**src/rtl/fd_sched_pkg.sv**
```systemverilog
// fd_sched_pkg: shared types and helpers for the fast_divider scheduler.
//   fd_sched_state_t : scheduler FSM states
//   rr_pick()        : round-robin winner search over a zero-extended valid
//                      vector. It returns the first set bit at or after the
//                      pointer, wrapping at num_req.
package fd_sched_pkg;

  typedef enum logic [1:0] {
    IDLE    = 2'd0,
    COMPUTE = 2'd1,
    RESPOND = 2'd2
  } fd_sched_state_t;

  // The helper works on a fixed maximum width so that one function serves
  // every NUM_REQ. Callers zero-extend their valid vector to this width.
  localparam int unsigned RR_MAX_REQ = 32;
  localparam int unsigned RR_IDX_W   = 5;

  typedef struct packed {
    logic                found;
    logic [RR_IDX_W-1:0] idx;
  } rr_pick_t;

  function automatic rr_pick_t rr_pick(input logic [RR_MAX_REQ-1:0] valid,
                                       input int unsigned ptr,
                                       input int unsigned num_req);
    rr_pick_t    res;
    int unsigned j;
    res.found = 1'b0;
    res.idx   = '0;
    j         = 0;
    for (int unsigned k = 0; k < RR_MAX_REQ; k++) begin
      if (k < num_req && !res.found) begin
        j = (ptr + k) % num_req;
        if (valid[j[RR_IDX_W-1:0]]) begin
          res.found = 1'b1;
          res.idx   = j[RR_IDX_W-1:0];
        end
      end
    end
    return res;
  endfunction

endpackage

```
**src/rtl/fast_divider.sv**
```systemverilog
// fast_divider: single-cycle combinational unsigned divider.
//   dividend_in, divisor_in : WIDTH-bit unsigned operands
//   quotient_out            : dividend / divisor (all ones when divisor is 0)
//   remainder_out           : dividend % divisor (dividend when divisor is 0)
//   dbz_out                 : divisor is zero
// The deep combinational path is meant to be covered by a multicycle
// constraint in the instantiating block.
module fast_divider #(
  parameter int unsigned WIDTH = 8
) (
  input  logic [WIDTH-1:0] dividend_in,
  input  logic [WIDTH-1:0] divisor_in,
  output logic [WIDTH-1:0] quotient_out,
  output logic [WIDTH-1:0] remainder_out,
  output logic             dbz_out
);

  always_comb begin
    dbz_out = (divisor_in == '0);
    if (dbz_out) begin
      quotient_out  = '1;
      remainder_out = dividend_in;
    end else begin
      quotient_out  = dividend_in / divisor_in;
      remainder_out = dividend_in % divisor_in;
    end
  end

endmodule

```
**src/rtl/fd_rr_arbiter.sv**
```systemverilog
// fd_rr_arbiter: combinational round-robin pick.
//   valid_in   : per-requester request valid
//   ptr_in     : highest-priority index (the pointer register lives in the parent)
//   found_out  : at least one request is valid
//   winner_out : index of the winning requester (0 when none is valid)
module fd_rr_arbiter
  import fd_sched_pkg::*;
#(
  parameter int unsigned NUM_REQ = 4,
  parameter int unsigned ID_W    = 2
) (
  input  logic [NUM_REQ-1:0] valid_in,
  input  logic [ID_W-1:0]    ptr_in,
  output logic               found_out,
  output logic [ID_W-1:0]    winner_out
);

  logic [RR_MAX_REQ-1:0] valid_ext;
  rr_pick_t              pick;

  always_comb begin
    valid_ext                = '0;
    valid_ext[NUM_REQ-1:0]   = valid_in;
    pick                     = rr_pick(valid_ext, 32'(ptr_in), NUM_REQ);
    found_out                = pick.found;
    winner_out               = ID_W'(pick.idx);
  end

endmodule

```
**src/rtl/fd_scheduler.sv**
```systemverilog
// fd_scheduler: time-shares one fast_divider between NUM_REQ requesters.
//   clk_in, rst_n_in           : clock and async active-low reset
//   req_valid_in/req_ready_out : per-requester request handshake. Ready is
//                                one-hot on the round-robin winner and
//                                only asserted in IDLE.
//   req_dividend_in/divisor_in : packed operands, requester i at [i*WIDTH +: WIDTH]
//   rsp_valid_out/rsp_ready_in : one-hot response handshake to the granted requester
//   rsp_quotient/remainder/dbz : registered results, held until the next capture
//   grant_id_out               : current or last granted requester
//   busy_out                   : operation in flight (COMPUTE or RESPOND)
module fd_scheduler
  import fd_sched_pkg::*;
#(
  parameter  int unsigned WIDTH          = 8,
  parameter  int unsigned NUM_REQ        = 4,
  parameter  int unsigned COMPUTE_CYCLES = 2,
  localparam int unsigned ID_W           = $clog2(NUM_REQ)
) (
  input  logic                     clk_in,
  input  logic                     rst_n_in,
  input  logic [NUM_REQ-1:0]       req_valid_in,
  output logic [NUM_REQ-1:0]       req_ready_out,
  input  logic [NUM_REQ*WIDTH-1:0] req_dividend_in,
  input  logic [NUM_REQ*WIDTH-1:0] req_divisor_in,
  output logic [NUM_REQ-1:0]       rsp_valid_out,
  input  logic [NUM_REQ-1:0]       rsp_ready_in,
  output logic [WIDTH-1:0]         rsp_quotient_out,
  output logic [WIDTH-1:0]         rsp_remainder_out,
  output logic                     rsp_dbz_out,
  output logic [ID_W-1:0]          grant_id_out,
  output logic                     busy_out
);

  // The counter only has to hold COMPUTE_CYCLES-1.
  localparam int unsigned CNT_W = (COMPUTE_CYCLES > 1) ? $clog2(COMPUTE_CYCLES) : 1;

  if (COMPUTE_CYCLES < 1) begin : g_bad_compute_cycles
    $error("fd_scheduler: COMPUTE_CYCLES must be >= 1");
  end
  if (NUM_REQ < 2 || NUM_REQ > RR_MAX_REQ) begin : g_bad_num_req
    $error("fd_scheduler: NUM_REQ must be in 2..32");
  end

  fd_sched_state_t   state_q, state_d;
  logic [ID_W-1:0]   ptr_q, ptr_d;
  logic [CNT_W-1:0]  cnt_q, cnt_d;
  logic [WIDTH-1:0]  op_a_q, op_a_d;
  logic [WIDTH-1:0]  op_b_q, op_b_d;
  logic [ID_W-1:0]   grant_q, grant_d;
  logic [WIDTH-1:0]  quot_q, quot_d;
  logic [WIDTH-1:0]  rem_q, rem_d;
  logic              dbz_q, dbz_d;

  logic [WIDTH-1:0]  dvd_arr [NUM_REQ];
  logic [WIDTH-1:0]  dvs_arr [NUM_REQ];
  logic              found;
  logic [ID_W-1:0]   winner;
  logic [WIDTH-1:0]  div_quot, div_rem;
  logic              div_dbz;

  for (genvar gi = 0; gi < NUM_REQ; gi++) begin : g_unpack
    assign dvd_arr[gi] = req_dividend_in[gi*WIDTH +: WIDTH];
    assign dvs_arr[gi] = req_divisor_in[gi*WIDTH +: WIDTH];
  end

  fd_rr_arbiter #(
    .NUM_REQ (NUM_REQ),
    .ID_W    (ID_W)
  ) u_arb (
    .valid_in   (req_valid_in),
    .ptr_in     (ptr_q),
    .found_out  (found),
    .winner_out (winner)
  );

  // Operands come only from registers, so the divider path is stable for
  // the whole COMPUTE window and can be timed as a multicycle path.
  fast_divider #(
    .WIDTH (WIDTH)
  ) u_div (
    .dividend_in   (op_a_q),
    .divisor_in    (op_b_q),
    .quotient_out  (div_quot),
    .remainder_out (div_rem),
    .dbz_out       (div_dbz)
  );

  always_comb begin
    state_d = state_q;
    ptr_d   = ptr_q;
    cnt_d   = cnt_q;
    op_a_d  = op_a_q;
    op_b_d  = op_b_q;
    grant_d = grant_q;
    quot_d  = quot_q;
    rem_d   = rem_q;
    dbz_d   = dbz_q;
    case (state_q)
      IDLE: begin
        // Ready is granted to the winner itself, so found implies a handshake.
        if (found) begin
          op_a_d  = dvd_arr[winner];
          op_b_d  = dvs_arr[winner];
          grant_d = winner;
          ptr_d   = (winner == ID_W'(NUM_REQ - 1)) ? '0 : winner + 1'b1;
          cnt_d   = CNT_W'(COMPUTE_CYCLES - 1);
          state_d = COMPUTE;
        end
      end
      COMPUTE: begin
        if (cnt_q == '0) begin
          quot_d  = div_quot;
          rem_d   = div_rem;
          dbz_d   = div_dbz;
          state_d = RESPOND;
        end else begin
          cnt_d = cnt_q - 1'b1;
        end
      end
      RESPOND: begin
        if (rsp_ready_in[grant_q]) begin
          state_d = IDLE;
        end
      end
      default: state_d = IDLE;
    endcase
  end

  always_ff @(posedge clk_in or negedge rst_n_in) begin
    if (!rst_n_in) begin
      state_q <= IDLE;
      ptr_q   <= '0;
      cnt_q   <= '0;
      op_a_q  <= '0;
      op_b_q  <= '0;
      grant_q <= '0;
      quot_q  <= '0;
      rem_q   <= '0;
      dbz_q   <= 1'b0;
    end else begin
      state_q <= state_d;
      ptr_q   <= ptr_d;
      cnt_q   <= cnt_d;
      op_a_q  <= op_a_d;
      op_b_q  <= op_b_d;
      grant_q <= grant_d;
      quot_q  <= quot_d;
      rem_q   <= rem_d;
      dbz_q   <= dbz_d;
    end
  end

  // Ready is gated by reset so that no requester sees an accept while the
  // block is held in reset.
  assign req_ready_out     = (rst_n_in && state_q == IDLE && found)
                             ? (NUM_REQ'(1) << winner) : '0;
  assign rsp_valid_out     = (state_q == RESPOND) ? (NUM_REQ'(1) << grant_q) : '0;
  assign rsp_quotient_out  = quot_q;
  assign rsp_remainder_out = rem_q;
  assign rsp_dbz_out       = dbz_q;
  assign grant_id_out      = grant_q;
  assign busy_out          = (state_q != IDLE);

endmodule

```
**config.mk**
```make
export PLATFORM = sky130hd
export DESIGN_NAME = fd_scheduler
export DESIGN_NICKNAME = d
export VERILOG_FILES = /design/src/rtl/fd_sched_pkg.sv /design/src/rtl/fast_divider.sv /design/src/rtl/fd_rr_arbiter.sv /design/src/rtl/fd_scheduler.sv
export SDC_FILE = /design/constraint.sdc
export NUM_CORES = 1
export LEC_CHECK = 0
export ABC_AREA = 0
export BUFFER_PORTS_ARGS = -buffer_cell sky130_fd_sc_hd__clkbuf_2
export CAP_MARGIN = 20
export CORE_MARGIN = 2
export CORE_UTILIZATION = 37
export CTS_CLUSTER_DIAMETER = 80
export DETAILED_ROUTE_END_ITERATION = 8
export PLACE_DENSITY = 0.58
export SYNTH_ARGS = -nofsm -noshare
export SYNTH_HDL_FRONTEND = slang
export SYNTH_HIERARCHICAL = 1
export SYNTH_SLANG_ARGS = --single-unit
```
**constraint.sdc**
```tcl
create_clock -name clk_in -period 13.04 [get_ports clk_in]
set_input_delay 0.652 -clock clk_in [delete_from_list [all_inputs] [get_ports clk_in]]
set_output_delay 0.652 -clock clk_in [all_outputs]
set_load 0.005 [all_outputs]
```
==> summary.txt <==
Status
  • Status: complete, no violations

STA
  • Worst Skew: roughly 0.0064 ns
  • Worst-Margin Slew: slightly below 0.7 ns
  • Tcrit/Tclk final: 0.922
  • Final hold violation count: 0
  • Tmin final: 12.02 ns
  • RSZ-0062 raised after global routing: false
  • Slew headroom: 0.540
  • Slew Viols, Final: 0
  • Total negative setup slack: 0 ns
  • PnR worst setup slack: a little over 1 ns
  • Maximum clock rate: 0.0832 GHz
  • Setup violators final: 0

Synth
  • Mapped Cells: 446
  • Synth Area in Compound Gates: 0.191
  • Top_reg_cell synth: dfrtp_1
  • Register area share after synthesis: 0.228
  • Post-synthesis simple-gate area fraction: 0.152
  • Mux cell area share after synthesis: 0.223
  • Register bit total from synthesis: 40
  • Mapped Area: about 0.0044 mm²
  • XOR/XNOR Fraction of Synth Area: 0.0260
  • Distinct cells, synth: 77
  • Largest family of logic cells by synthesized area: multiplexers
  • Avg Inst Size Synth: slightly below 10 µm²
  • Yosys Warn Count: 6
  • Number of synthesized flops with an enable pin: 0
  • Post-Synth Adder-Cell Area: 0.122
  • Ys async rst share: 1.00
  • Synthesized net count: ~560

Die
  • Initial Utilization: 0.382
  • Io pins: around 100
  • Number of cell rows: 39
  • Chip Width: approximately 110 µm
  • Core ar.: about 0.011 mm²
  • Die area: between 0.01 and 0.015 mm²
  • Die Height: approximately 110 µm

Clock network
  • Clock Tree Root: clkbuf_16
  • Clk buf depth: 2
  • Clk sinks: 40
  • Setup Fix Bufs, Post-CTS: 0
  • H-tree Lvls: 2
  • TritonCTS clock tree: built
  • Hold_buf cts: 0
  • Resized Gates After CTS: 0
  • Number of buffers created by CTS: 5
  • Worst-Skew Late Latency: just under 0.3 ns
  • Reg clk slew, reported paths: ~0.070 ns

Final layout
  • Layout overhead on the synthesized area: 17.8%
  • Diode count: 0
  • Fin nets: roughly 660
  • Finished Cell Area: between 0.005 and 0.006 mm²
  • FILL cells: between 1k and 1.5k
  • Layout cells sized above 1: 0.352
  • Multi-input gate area: 0.00317 mm²
  • Post-layout util: 0.450
  • Storage cell area: about 0.0010 mm²

Global routing
  • Grt ovf: 0
  • Total track usage: 0.191
  • Vias in the first global route: 4,002
  • Largest net degree at the start of global routing: 45
  • First-pass GRT wire length: 19.6 mm
  • Initial antenna violation count: 0

Min path
  • Worst hold path class: input port to asynchronous set/reset pin

Setup path
  • Most frequent CP cell: ha_1
  • CP max-delay cell: or4_4
  • Reg2reg start: op_b_q[4]
  • Worst R2R Path Depth: 49
  • Reg2reg end: rsp_remainder_out[7]
  • CP peak stage delay: around 0.56 ns
  • Critical path class: flip-flop to flip-flop
  • CP Capture Type: flip-flop
  • FF-to-FF setup slack: about 1.0 ns
  • Startpoint types: flip-flop
  • Required @ worst endpoint: approximately 13 ns
  • Instance count on the critical path: 49
  • Crit-path max FO: 12
  • CP arrival: 12.21 ns
  • CP Buf/Inv Count: 2
  • Family with the most delay on the worst path: compound AO/OA/AOI/OAI gates

Place
  • Final GP Congestion: around 0.93
  • PortBufs: ~100
  • DP Worst Slack: 0.822 ns
  • Detailed Place HPWL: between 9 and 10 mm
  • Post-DP Area: between 0.004 and 0.005 mm²

Routing
  • Routed WL per cell: about 17 µm
  • Aggregate routed wire length: ~12 mm
  • Post-route DRC: 0
  • Final ANT Viol Nets: 0
  • Via density: roughly 5.6
  • Initial DRC Count: about 180
  • Routed vias: ~3.9k
  • Drt pass-1 iters: 4

Flow run
  • Maximum capacitance violations: 0
cell usage after synthesis, types with 6 or more instances:
library cell,count,area [µm²]
nor3_1,17,85.1
nand2_1,33,124
o21a_1,8,60.1
a21oi_1,24,120
nor3b_1,6,45.0
o21ai_0,15,75.1
a21o_1,7,52.6
ha_1,41,513
mux4_1,9,236
nor2_1,35,131
dfrtp_1,40,1000
mux4_2,8,180
inv_1,29,109
mux2i_1,8,80.1
mux2_4,8,120
mux2_2,31,349
xnor2_1,8,70.1
nand2b_1,8,50.1
flip-flops by register name (all words and copies together) (netlist names):
signal	cells
grant_id_out	2
ptr_q	2
rsp_remainder_out	8
rsp_quotient_out	8
state_q	2
op_b_q	8
rsp_dbz_out	1
cnt_q	1
op_a_q	8
cell type report:
type	instances	area share
Tap cell	143	0.0347
Sequential cell	40	0.194
Multi-Input combinational cell	359	0.614
Inverter	29	0.0211
Clock buffer	6	0.0269
Clock inverter	2	0.00291
Timing Repair Buffer	107	0.107
placed cells by master, fill, tap and decap left out, types with 3 or more instances in the layout:
cell type	count
a211oi_2	4
o21ai_0	15
mux2_2	31
nor3_1	17
o21a_1	8
xnor2_1	8
inv_1	29
dfrtp_1	40
nor2_1	35
mux2i_1	8
and3_1	5
a21oi_1	24
mux4_2	8
nand2b_1	8
clkbuf_2	101
o31ai_1	4
xor2_1	5
buf_4	6
a21o_1	7
nand2_1	33
a31oi_1	3
mux4_1	9
clkbuf_16	5
o211ai_1	3
mux2_4	8
o21ai_1	4
or3_1	4
nor3b_1	5
ha_1	41
a31o_1	3
worst max path at each step:
stage | startpoint | slack, ns | endpoint
floorplan | op_b_q[4] | 2.33 | rsp_remainder_out[2]
CTS | op_b_q[4] | 0.70 | rsp_remainder_out[7]
global route | op_b_q[4] | 0.08 | rsp_remainder_out[7]
detailed placement | op_b_q[4] | 0.82 | rsp_remainder_out[7]
global placement | op_b_q[4] | 1.26 | rsp_remainder_out[7]
finish | op_b_q[4] | 1.02 | rsp_remainder_out[7]
routing by layer:
| layer | routed length, µm | vias to the layer above | global-route usage |
|---|---|---|---|
| met2 | 5550 | 135 | 0.318 |
| li1 | - | 1875 | - |
| met3 | 608 | 20 | 0.0279 |
| met5 | 0 | - | 0 |
| met1 | 5400 | 1834 | 0.252 |
| met4 | 313 | 0 | 0.0748 |
cells by family (layout without fill, tap and decap cells):
family / after synthesis / after routing
AO/OA/AOI/OAI: 111 / 111
XOR/XNOR: 13 / 13
adder cells (fa/ha/maj): 42 / 42
buffers and inverters: 47 / 144
flip-flops: 40 / 40
multiplexers: 65 / 65
AND/OR/NAND/NOR: 128 / 128
metrics by stage:
step	instances	hold slack (ns)
after floorplan	446	0.356
after global placement	678	0.489
after detailed placement	678	0.497
after CTS	686	0.457
after global routing	686	0.481
final	686	0.429
Power is left out: the tool's default activity adds up to more than one toggle a clock period on the data nets, which glitch-free logic cannot reach.
